--- src/rtl/multiplier_seq.sv ---
// Sequential shift-add multiplier retiring STEP multiplier bits per cycle, 2N-bit product.
// Signed operand support is compiled in only when MULTIPLIER_SEQ_SIGNED_EN is defined.
module multiplier_seq #(
    parameter int unsigned N    = 32,
    parameter int unsigned STEP = 1
) (
    input  logic           clk,
    input  logic           rst,
    input  logic           in_valid,
    output logic           in_ready,
    input  logic [N-1:0]   a,
    input  logic [N-1:0]   b,
    input  logic           a_signed,
    input  logic           b_signed,
    output logic           out_valid,
    input  logic           out_ready,
    output logic [2*N-1:0] m,
    output logic           busy
);

    localparam int unsigned W      = 2 * N;
    localparam int unsigned CYCLES = N / STEP;
    localparam int unsigned CW     = $clog2(CYCLES + 1);

    if (N < 2) begin : g_bad_n
        $error("multiplier_seq: N must be at least 2");
    end
    if (!(STEP == 1 || STEP == 2 || STEP == 4 || STEP == 8) || (N % STEP) != 0) begin : g_bad_step
        $error("multiplier_seq: STEP must be 1, 2, 4 or 8 and divide N");
    end

    typedef enum logic [1:0] {
        IDLE,
        BUSY,
        DONE
    } state_t;

    state_t         state;
    state_t         state_next;
    logic [W-1:0]   acc;
    logic [W-1:0]   acc_next;
    logic [W-1:0]   mcand;
    logic [W-1:0]   a_ext;
    logic [N-1:0]   mplier;
    logic [CW-1:0]  count;
    logic           accept;
    logic           last;
    logic           neg_msb;

`ifdef MULTIPLIER_SEQ_SIGNED_EN
    logic b_sgn;

    assign a_ext   = a_signed ? {{N{a[N-1]}}, a} : {{N{1'b0}}, a};
    // A signed multiplier's top bit carries weight -2^(N-1): subtract it on the final digit.
    assign neg_msb = last && b_sgn;
`else
    logic unused_flags;

    assign unused_flags = a_signed ^ b_signed;
    assign a_ext        = {{N{1'b0}}, a};
    assign neg_msb      = 1'b0;
`endif

    assign accept = (state == IDLE) && in_valid;
    assign last   = (count == '0);

    always_comb begin
        state_next = state;
        in_ready   = 1'b0;
        out_valid  = 1'b0;
        busy       = 1'b0;
        case (state)
            IDLE: begin
                in_ready = 1'b1;
                if (in_valid) state_next = BUSY;
            end
            BUSY: begin
                busy = 1'b1;
                if (last) state_next = DONE;
            end
            DONE: begin
                out_valid = 1'b1;
                if (out_ready) state_next = IDLE;
            end
            default: state_next = IDLE;
        endcase
    end

    always_comb begin
        acc_next = acc;
        for (int unsigned i = 0; i < STEP; i++) begin
            if (mplier[i]) begin
                if (neg_msb && (i == STEP - 1)) acc_next = acc_next - (mcand << i);
                else                            acc_next = acc_next + (mcand << i);
            end
        end
    end

    always_ff @(posedge clk) begin
        if (rst) begin
            state  <= IDLE;
            m      <= '0;
            acc    <= '0;
            mcand  <= '0;
            mplier <= '0;
            count  <= '0;
`ifdef MULTIPLIER_SEQ_SIGNED_EN
            b_sgn  <= 1'b0;
`endif
        end else begin
            state <= state_next;
            if (accept) begin
                acc    <= '0;
                mcand  <= a_ext;
                mplier <= b;
                count  <= CW'(CYCLES - 1);
`ifdef MULTIPLIER_SEQ_SIGNED_EN
                b_sgn  <= b_signed;
`endif
            end else if (state == BUSY) begin
                acc    <= acc_next;
                mcand  <= mcand << STEP;
                mplier <= mplier >> STEP;
                count  <= count - CW'(1);
                if (last) m <= acc_next;
            end
        end
    end

endmodule
--- config.mk ---
export PLATFORM = sky130hd
export DESIGN_NAME = multiplier_seq
export DESIGN_NICKNAME = d
export VERILOG_FILES = /design/src/rtl/multiplier_seq.sv
export SDC_FILE = /design/constraint.sdc
export NUM_CORES = 1
export LEC_CHECK = 0
export CORE_MARGIN = 4
export CORE_UTILIZATION = 45
export DETAILED_ROUTE_END_ITERATION = 16
export MAX_ROUTING_LAYER = met4
export PLACE_DENSITY = 0.7
export SLEW_MARGIN = 20
export SYNTH_ARGS = -nofsm -noshare
export SYNTH_HDL_FRONTEND = slang
export SYNTH_SLANG_ARGS = --single-unit
--- constraint.sdc ---
create_clock -name clk -period 4.35 [get_ports clk]
set_input_delay 0.87 -clock clk [delete_from_list [all_inputs] [get_ports clk]]
set_output_delay 0.87 -clock clk [all_outputs]
set_load 0.05 [all_outputs]
== Word-level counts from Yosys, hierarchy flattened ==
Cells that the tools add are included.
Storage, ports and cells
  register bits after elaboration: 232
  input port bits: 70
Cells by class
  add/sub/neg operators: 2
  eq/ne operators: 5
  muxes and demuxes: 14
  bitwise operators: 1
  reductions and logical operators: 7
Operators by type and width (number)
  $mux 32: 4
  $add 64x64->64: 1
  $mux 64: 1
  $mux 5: 2
  $logic_not 6->1: 1
  $mux 2: 3
  $ne 2x2->1 const B: 3
  $pmux 2 s3: 1
  $reduce_and 3->1: 2
  $sub 6x1->6 const B: 1
  $mux 1: 3
  $eq 2x1->1 const B: 1
  $eq 2x2->1 const B: 1
  $logic_not 2->1: 1
  $reduce_bool 2->1: 1
  $reduce_or 2->1: 1
  $logic_and 1x1->1: 1
  $not 1->1: 1

== Logic depth before layout (Yosys ltp) ==
Gate-level depths: netlist of the first run.
  word-level depth: 4
  mapped depth: 12

== Worst setup path after synthesis of the first run ==
No wires, ideal clock.
  path kind: reg-to-reg
  start point: reg acc[0]
  end point: reg m[50]
  arrival: 2.649 ns
  data required time: 4.221 ns
  path slack: 1.572 ns
  stages on the path, launching flop included: 13
  buffers on the path: 0
  clock period less this slack: 2.778 ns
  path through: dfxtp_1 -> ha_1 -> fa_1 -> a21o_1 -> a21oi_1 -> or3_1 -> a21oi_2 -> o2111ai_1 -> nand4_1 -> and3_1 -> or3_1 -> a31oi_1 -> a21oi_1
Between the ends
  longest elaborated chain between the ends: 2
RTL lines
  start, declared: RTL line 40  | logic [W-1:0] acc;
  start signal, assigned: RTL line 121  | acc <= acc_next;
  $add 64x64->64: RTL line 94  | else acc_next = acc_next + (mcand << i);
  $mux 64: RTL line 92  | if (mplier[i]) begin
  end signal, assigned: RTL line 125  | if (last) m <= acc_next;
  end, declared: RTL line 17  | output logic [2*N-1:0] m,
Every way passes these cells.
A chain may end at the register's enable or synchronous reset.

== Final worst setup path of the first run ==
  start point: reg mcand[0]
  end point: reg m[62]
Between the ends
  longest elaborated chain between the ends: 2
RTL lines
  start, declared: RTL line 42  | logic [W-1:0] mcand;
  start signal, assigned: RTL line 114  | mcand <= a_ext;
  start signal, assigned: RTL line 122  | mcand <= mcand << STEP;
  $add 64x64->64: RTL line 94
  $mux 64: RTL line 92
Every way passes these cells.

==> results of run 1 <==
-- sequential cells by signal, indices dropped and copies added, names as in the netlist --
name / count
acc: 64
m: 64
mcand: 64
mplier: 32
count: 6
state: 2
-- kinds of logic after synthesis --
family | synth area share (%)
adder cells (fa/ha/maj) | 6.37
buffers and inverters | 4.55
AO/OA/AOI/OAI | 29.7
flip-flops | 36.0
multiplexers | 2.33
AND/OR/NAND/NOR | 17.2
XOR/XNOR | 3.81
-- layout by cell type (no fill, tap or decap), types with 6 or more instances in the layout --
cell and instances:
nand2_1 273, a21oi_1 268, dfxtp_1 231, clkdlybuf4s50_1 133, nor2_1 119, o21ai_0 76
a22oi_1 64, ha_1 64, a211oi_1 57, xnor2_1 40, a21o_1 39, mux2i_1 30
inv_1 28, nand3_1 27, clkbuf_16 26, nand4_1 22, buf_4 18, a31oi_1 17
nor3_1 17, xor2_1 16, o21bai_1 15, or3_1 11, o21ai_1 9, nor4_1 7
and3_1 7, o211ai_1 7, nor2b_1 6, and4_1 6, o21a_1 6, clkbuf_8 6
-- metrics by stage --
step           utilization (%)  cell area (um2)  hold slack [ns]  std cells
2_1_floorplan                -            12900            0.429       1660
3_3_place_gp              51.3            14400            0.442       2072
3_5_place_dp              51.3            14400            0.447       2072
4_1_cts                   54.3            15200            0.455       2118
5_1_grt                   54.3            15200            0.471       2118
6_report                  54.3            15200            0.456       2118
-- final cells by class --
type	count	area [um2]
Clock inverter	11	81.3
Clock buffer	35	744
Sequential cell	232	4650
Tap cell	378	473
Timing Repair Buffer	151	1470
Inverter	30	115
Multi-Input combinational cell	1281	7670
Fill cell	2665	12800
-- power by group --
part           internal (mW)  total (mW)  switching (mW)
Clock                   1.20        2.11           0.906
Sequential              2.24        2.34          0.0937
Combinational          0.333       0.959           0.626
-- worst paths after layout --
check	to	slack (ns)	cells past startpoint
worst min register to register	mplier[15]$_SDFFE_PP0P_	0.46	2
worst max-delay path	m[62]$_SDFFE_PP0P_	0.74	12
worst min-delay path	mplier[15]$_SDFFE_PP0P_	0.46	2
worst max register to register	m[62]$_SDFFE_PP0P_	0.74	12
-- worst min-delay path, stage by stage, from the launching register on --
cell and delay [ns]:
dfxtp_1 0.31, nand2_1 0.05, a21oi_1 0.05
-- metal layers --
layer | vias up | part of all wire [%]
li1 | 6139 | -
met1 | 5749 | 48
met2 | 336 | 45
met3 | 56 | 5.2
met4 | 0 | 2.1
met5 | - | 0
==> summary.md, run 1 <==
| Metric | Value |
|---|---|
| Status | `finished clean` |
| Grt met2 use | `between 30 and 40%` |
| RSZ-0062 raised after global routing | `false` |
| Nets@finish | `about 1900` |
| Maximum vdd ir drop | `approximately 280 uV` |
| FP Rows | `61` |
| Sequential share of the synthesized area | `36.0%` |
| Deepest clock path buffer count | `3` |
| DRT iter0 DRCs | `~800` |
| Hold Startpoint | `mplier[15]$_SDFFE_PP0P_` |
| Synth top cells by count | `nand2_1, a21oi_1, dfxtp_1` |
| Final setup viols | `0` |
| Number of global-route vias before repair | `about 11000` |
| Max Cap Viol | `0` |
| Drt drc | `0` |
| Most frequent cell after synthesis | `nand2_1` |
| # port buffers | `around 130` |
| Place WS | `between 0.8 and 0.9 ns` |
| GR Util met1 | `~33%` |
| Final worst slack | `~0.74 ns` |
| Cell taking the most area after synthesis | `dfxtp_1` |
| CTS HTree Levels | `1` |
| Setup repair bufs after CTS | `0` |
| Yosys reg bits | `232` |
| Core box area | `28000 um2` |
| Worst-Margin Slew | `0.831 ns` |
| Crit path DAT | `approximately 4.0 ns` |
| Total Power | `approximately 5.4 mW` |
| Syn nets | `approximately 1800` |
| GRT Total Usage | `23.5%` |
| Post-Route WL | `between 30000 and 40000 um` |
| Number of synthesized flops with an enable pin | `0` |
| Final Critical Period | `3.61 ns` |
| CTS resizes | `0` |
| Largest net degree at the start of global routing | `81` |
| Initial Utilization | `46.0%` |
| ANT nets after route | `0` |
| Via count | `approximately 12000` |
| Leak Pwr | `5.54 nW` |
| Max_slew headroom | `around 45%` |
| Ranking of synthesized cells by area | `dfxtp_1, a21oi_1, nand2_1` |
| Distinct cell type count after synthesis | `between 70 and 80` |
| Cell breakdown of the critical path | `ha_1 > fa_1 > a21o_1 > a21oi_1 > or3_1 > a21oi_2 > o2111ai_1 > and4_1 > nor4_1 > o21ai_0 > a31oi_1 > a21oi_1` |
| M3 GR Usage | `approximately 2.3%` |
| CP top delay family | `simple AND/OR/NAND/NOR gates` |
| Critical Path Max Stage Delay | `between 0.5 and 0.6 ns` |
| CP Class | `reg2reg` |
| CP max-delay cell | `nor4_1` |
| Clk root buf | `clkbuf_16` |
| Post-CTS Hold Buffers | `0` |
| Power per cell area | `approximately 360 nW/um2` |
| CTS sink count | `around 230` |
| CTS tree | `yes` |
| Buf/Inv on CP | `0` |
| Average wire per standard cell | `between 15 and 20 um` |
| Final Skew | `between 0.03 and 0.04 ns` |
| Die X | `about 180 um` |
| Avg Vias per Cell | `around 5.8` |
| Crit path top cell by count | `a21oi_1` |
| 1st-pass router iterations | `7` |
| CP startpoint | `mcand[0]$_SDFFE_PP0P_` |
| Die height | `between 150 and 200 um` |
| Worst-Skew Late Latency | `approximately 0.55 ns` |
| GPL Wtd Cong | `about 0.94` |
| Final setup TNS | `0 ns` |
| Final count of hold timing violations | `0` |
| Post-Syn Instances | `1660` |
| Cell Area, Synth | `between 10000 and 15000 um2` |
| CP endpoint kind | `flop` |
| Synth warn | `0` |
| Antenna violations before repair | `0` |
| TritonCTS Buffers | `26` |
| Total global routing overflow | `0` |
| CTS clock-pin slew for the worst setup and hold paths | `approximately 0.06 ns` |
| Worst hold-check path type | `reg2reg` |
| Mean Syn Cell Area | `approximately 7.8 um2` |
| CP required | `~4.7 ns` |
| Share of post-route cells with drive strength above 1 | `5.11%` |
| Synth async-reset ratio | `0%` |
| Share of the clock period used by the worst path | `83.1%` |
| Layout area overhead | `17.9%` |
| Fmax | `~0.28 GHz` |
| Number of I/O pins | `137` |
| First-pass GRT wire length | `approximately 60000 um` |
| Inserted Diodes | `0` |
| Pins Over Slew Limit | `0` |
| Layer carrying the most global-route usage | `met2` |
| Predominant post-synthesis flop cell | `dfxtp_1` |
| Critical path startpoint category | `flop` |
| Area share of the largest cell type after synthesis | `a little over a third` |
| Highest fanout seen on the critical path | `3` |
| Hpwl dp | `about 26000 um` |
| Die area | `around 31000 um2` |
| Reg-to-Reg Start | `mcand[0]$_SDFFE_PP0P_` |
(Power assumes the default switching activity.)
==> run 2, diff against run 1 <==
==> constraint.sdc (replaced) <==
create_clock -name clk -period 3.4 [get_ports clk]
set_input_delay 0.68 -clock clk [delete_from_list [all_inputs] [get_ports clk]]
set_output_delay 0.68 -clock clk [all_outputs]
set_load 0.05 [all_outputs]
==> run 2 against run 1 <==
Effect of this change: critical path depth fell by 1; clock power is 48% higher; register-to-register slack got worse by 0.55 ns; first-iteration DRC count grew 8.5%; final area increased by 2.0%; via count is 0.50% higher; power increased by 36%; global-route usage up 0.28 points; maximum frequency increased by 12%; utilization up 1.1 points; hold slack worse by 0.0017 ns.
==> summary.md, run 2 (same netlist as run 1, synthesis figures left out) <==
| Metric | Value |
|---|---|
| Core box area | `28000 um2` |
| CP Class | `reg2reg` |
| Die height | `between 150 and 200 um` |
| CP startpoint | `mcand[29]$_SDFFE_PP0P_` |
| Deepest clock path buffer count | `3` |
| Antenna violations before repair | `0` |
| Largest regs | `acc x64, m x64, mcand x64` |
| Hpwl dp | `about 27000 um` |
| Clk root buf | `clkbuf_16` |
| Average wire per standard cell | `between 15 and 20 um` |
| Layout area overhead | `20.3%` |
| Final cell count without fillers | `between 2000 and 2500` |
| Largest net degree at the start of global routing | `93` |
| 1st-pass router iterations | `5` |
| Place WS | `between 0.1 and 0.15 ns` |
| Worst hold-check path type | `reg2reg` |
| TritonCTS Buffers | `26` |
| Final Skew | `about 0.022 ns` |
| Share of the clock period used by the worst path | `approximately 95%` |
| CP top delay family | `compound AO/OA/AOI/OAI gates` |
| Total Power | `between 7 and 8 mW` |
| Crit path DAT | `3.63 ns` |
| Avg Vias per Cell | `approximately 5.8` |
| Leak Pwr | `about 5.7 nW` |
| Number of global-route vias before repair | `roughly 12000` |
| Number of I/O pins | `between 100 and 150` |
| Initial Utilization | `46.0%` |
| CP max-delay cell | `a2111oi_1` |
| Status | `finished clean` |
| Worst-Skew Late Latency | `0.55 ns` |
| Post-CTS Hold Buffers | `0` |
| Pins Over Slew Limit | `0` |
| GPL Wtd Cong | `0.941` |
| Hold Startpoint | `mplier[4]$_SDFFE_PP0P_` |
| FP Rows | `~60` |
| Drt drc | `0` |
| CTS HTree Levels | `1` |
| Post-Route WL | `37400 um` |
| # port buffers | `134` |
| Final worst slack | `between 0.15 and 0.2 ns` |
| Share of post-route cells with drive strength above 1 | `between 6 and 7%` |
| CP endpoint kind | `flop` |
| Nets@finish | `approximately 1900` |
| Final count of hold timing violations | `0` |
| Via count | `12300` |
| Max_slew headroom | `just under 50%` |
| Critical Path Max Stage Delay | `~0.46 ns` |
| Fin Hold WS | `0.454 ns` |
| Power per cell area | `between 400 and 500 nW/um2` |
| Commonest cells after routing, fill and taps aside | `nand2_1, a21oi_1, dfxtp_1, clkdlybuf4s50_1, nor2_1` |
| Most common cell after layout, fill and taps aside | `nand2_1` |
| Inserted Diodes | `0` |
| Post-layout util | `55.3%` |
| CP required | `roughly 3.8 ns` |
| First-pass GRT wire length | `~60000 um` |
| CTS clock-pin slew for the worst setup and hold paths | `roughly 0.06 ns` |
| Maximum vdd ir drop | `roughly 460 uV` |
| Final Critical Period | `~3.2 ns` |
| Cell breakdown of the critical path | `ha_1 > a21oi_1 > o21ai_0 > a2111oi_1 > nor3_1 > nor2_1 > nand4_1 > and3_1 > or3_1 > a31oi_1 > a21oi_1` |
| Final setup viols | `0` |
| Buf/Inv on CP | `0` |
| Setup repair bufs after CTS | `0` |
| Reg-to-Reg Start | `mcand[29]$_SDFFE_PP0P_` |
| Max Cap Viol | `0` |
| Highest fanout seen on the critical path | `8` |
| Worst-Margin Slew | `about 0.77 ns` |
| ANT nets after route | `0` |
| CTS sink count | `between 200 and 250` |
| Die X | `about 180 um` |
| Placed cells | `approximately 2100` |
| Total global routing overflow | `0` |
| DRT iter0 DRCs | `between 800 and 900` |
| RSZ-0062 raised after global routing | `true` |
| Critical path startpoint category | `flop` |
| Die area | `roughly 31000 um2` |
| Fmax | `0.311 GHz` |
| GRT Total Usage | `a little under a quarter` |
| Crit path top cell by count | `a21oi_1` |
| CTS tree | `yes` |
==> run 2: changes by cell type in the layout (fill, tap and decap cells not counted), moves of 2 or more <==
cell / delta
buf_4: +14
bufinv_16: +6
clkbuf_8: -2
buf_12: +2
clkinvlp_4: -2
==> run 2: final timing paths <==
path / depth (start not counted) / slack, ns / end
min: 2 / 0.45 / mplier[4]$_SDFFE_PP0P_
max: 11 / 0.18 / m[50]$_SDFFE_PP0P_
min reg2reg: 2 / 0.45 / mplier[4]$_SDFFE_PP0P_
max reg2reg: 11 / 0.18 / m[50]$_SDFFE_PP0P_
==> run 2: area by class of cell <==
cell class,instances,area [um2]
Fill cell,2675,12500
Multi-Input combinational cell,1281,7700
Sequential cell,232,4650
Timing Repair Buffer,166,1600
Clock buffer,34,721
Tap cell,378,473
Clock inverter,14,241
Inverter,30,115
==> run 2: per-stage QoR <==
step / TNS [ns] / cell area (um2)
after floorplan: 0 / 12900
after global routing: -0.0420 / 15500
after CTS: 0 / 15500
final: 0 / 15500
after global placement: 0 / 14500
after detailed placement: 0 / 14500
==> run 2: timing repair <==
| item | 4_1_cts | 5_1_grt |
|---|---|---|
| gates resized for setup | 0 | 7 |
| setup endpoints to repair | 0 | 7 |
| hold endpoints to repair | 0 | 0 |
==> run 2: worst register-to-register path, stage by stage (launching register included) <==
cell and delay [ns]:
dfxtp_1 0.41, ha_1 0.35, a21oi_1 0.22, o21ai_0 0.21, a2111oi_1 0.46, nor3_1 0.14, nor2_1 0.25, nand4_1 0.22
and3_1 0.21, or3_1 0.33, a31oi_1 0.20, a21oi_1 0.09
==> run 2: per-layer routing <==
metal | track usage (%) | up-vias | share of wire (%)
met5 | - | - | 0
met1 | 32.9 | 5794 | 47
met4 | 6.48 | 0 | 2.1
li1 | - | 6153 | -
met2 | 37.3 | 334 | 46
met3 | 2.56 | 61 | 4.9
==> run 2: power breakdown <==
group,internal [mW],total [mW],switching [mW],leakage (nW)
logic,0.440,1.25,0.815,3.34
registers,2.87,2.98,0.107,1.89
clock network,1.95,3.12,1.17,0.470
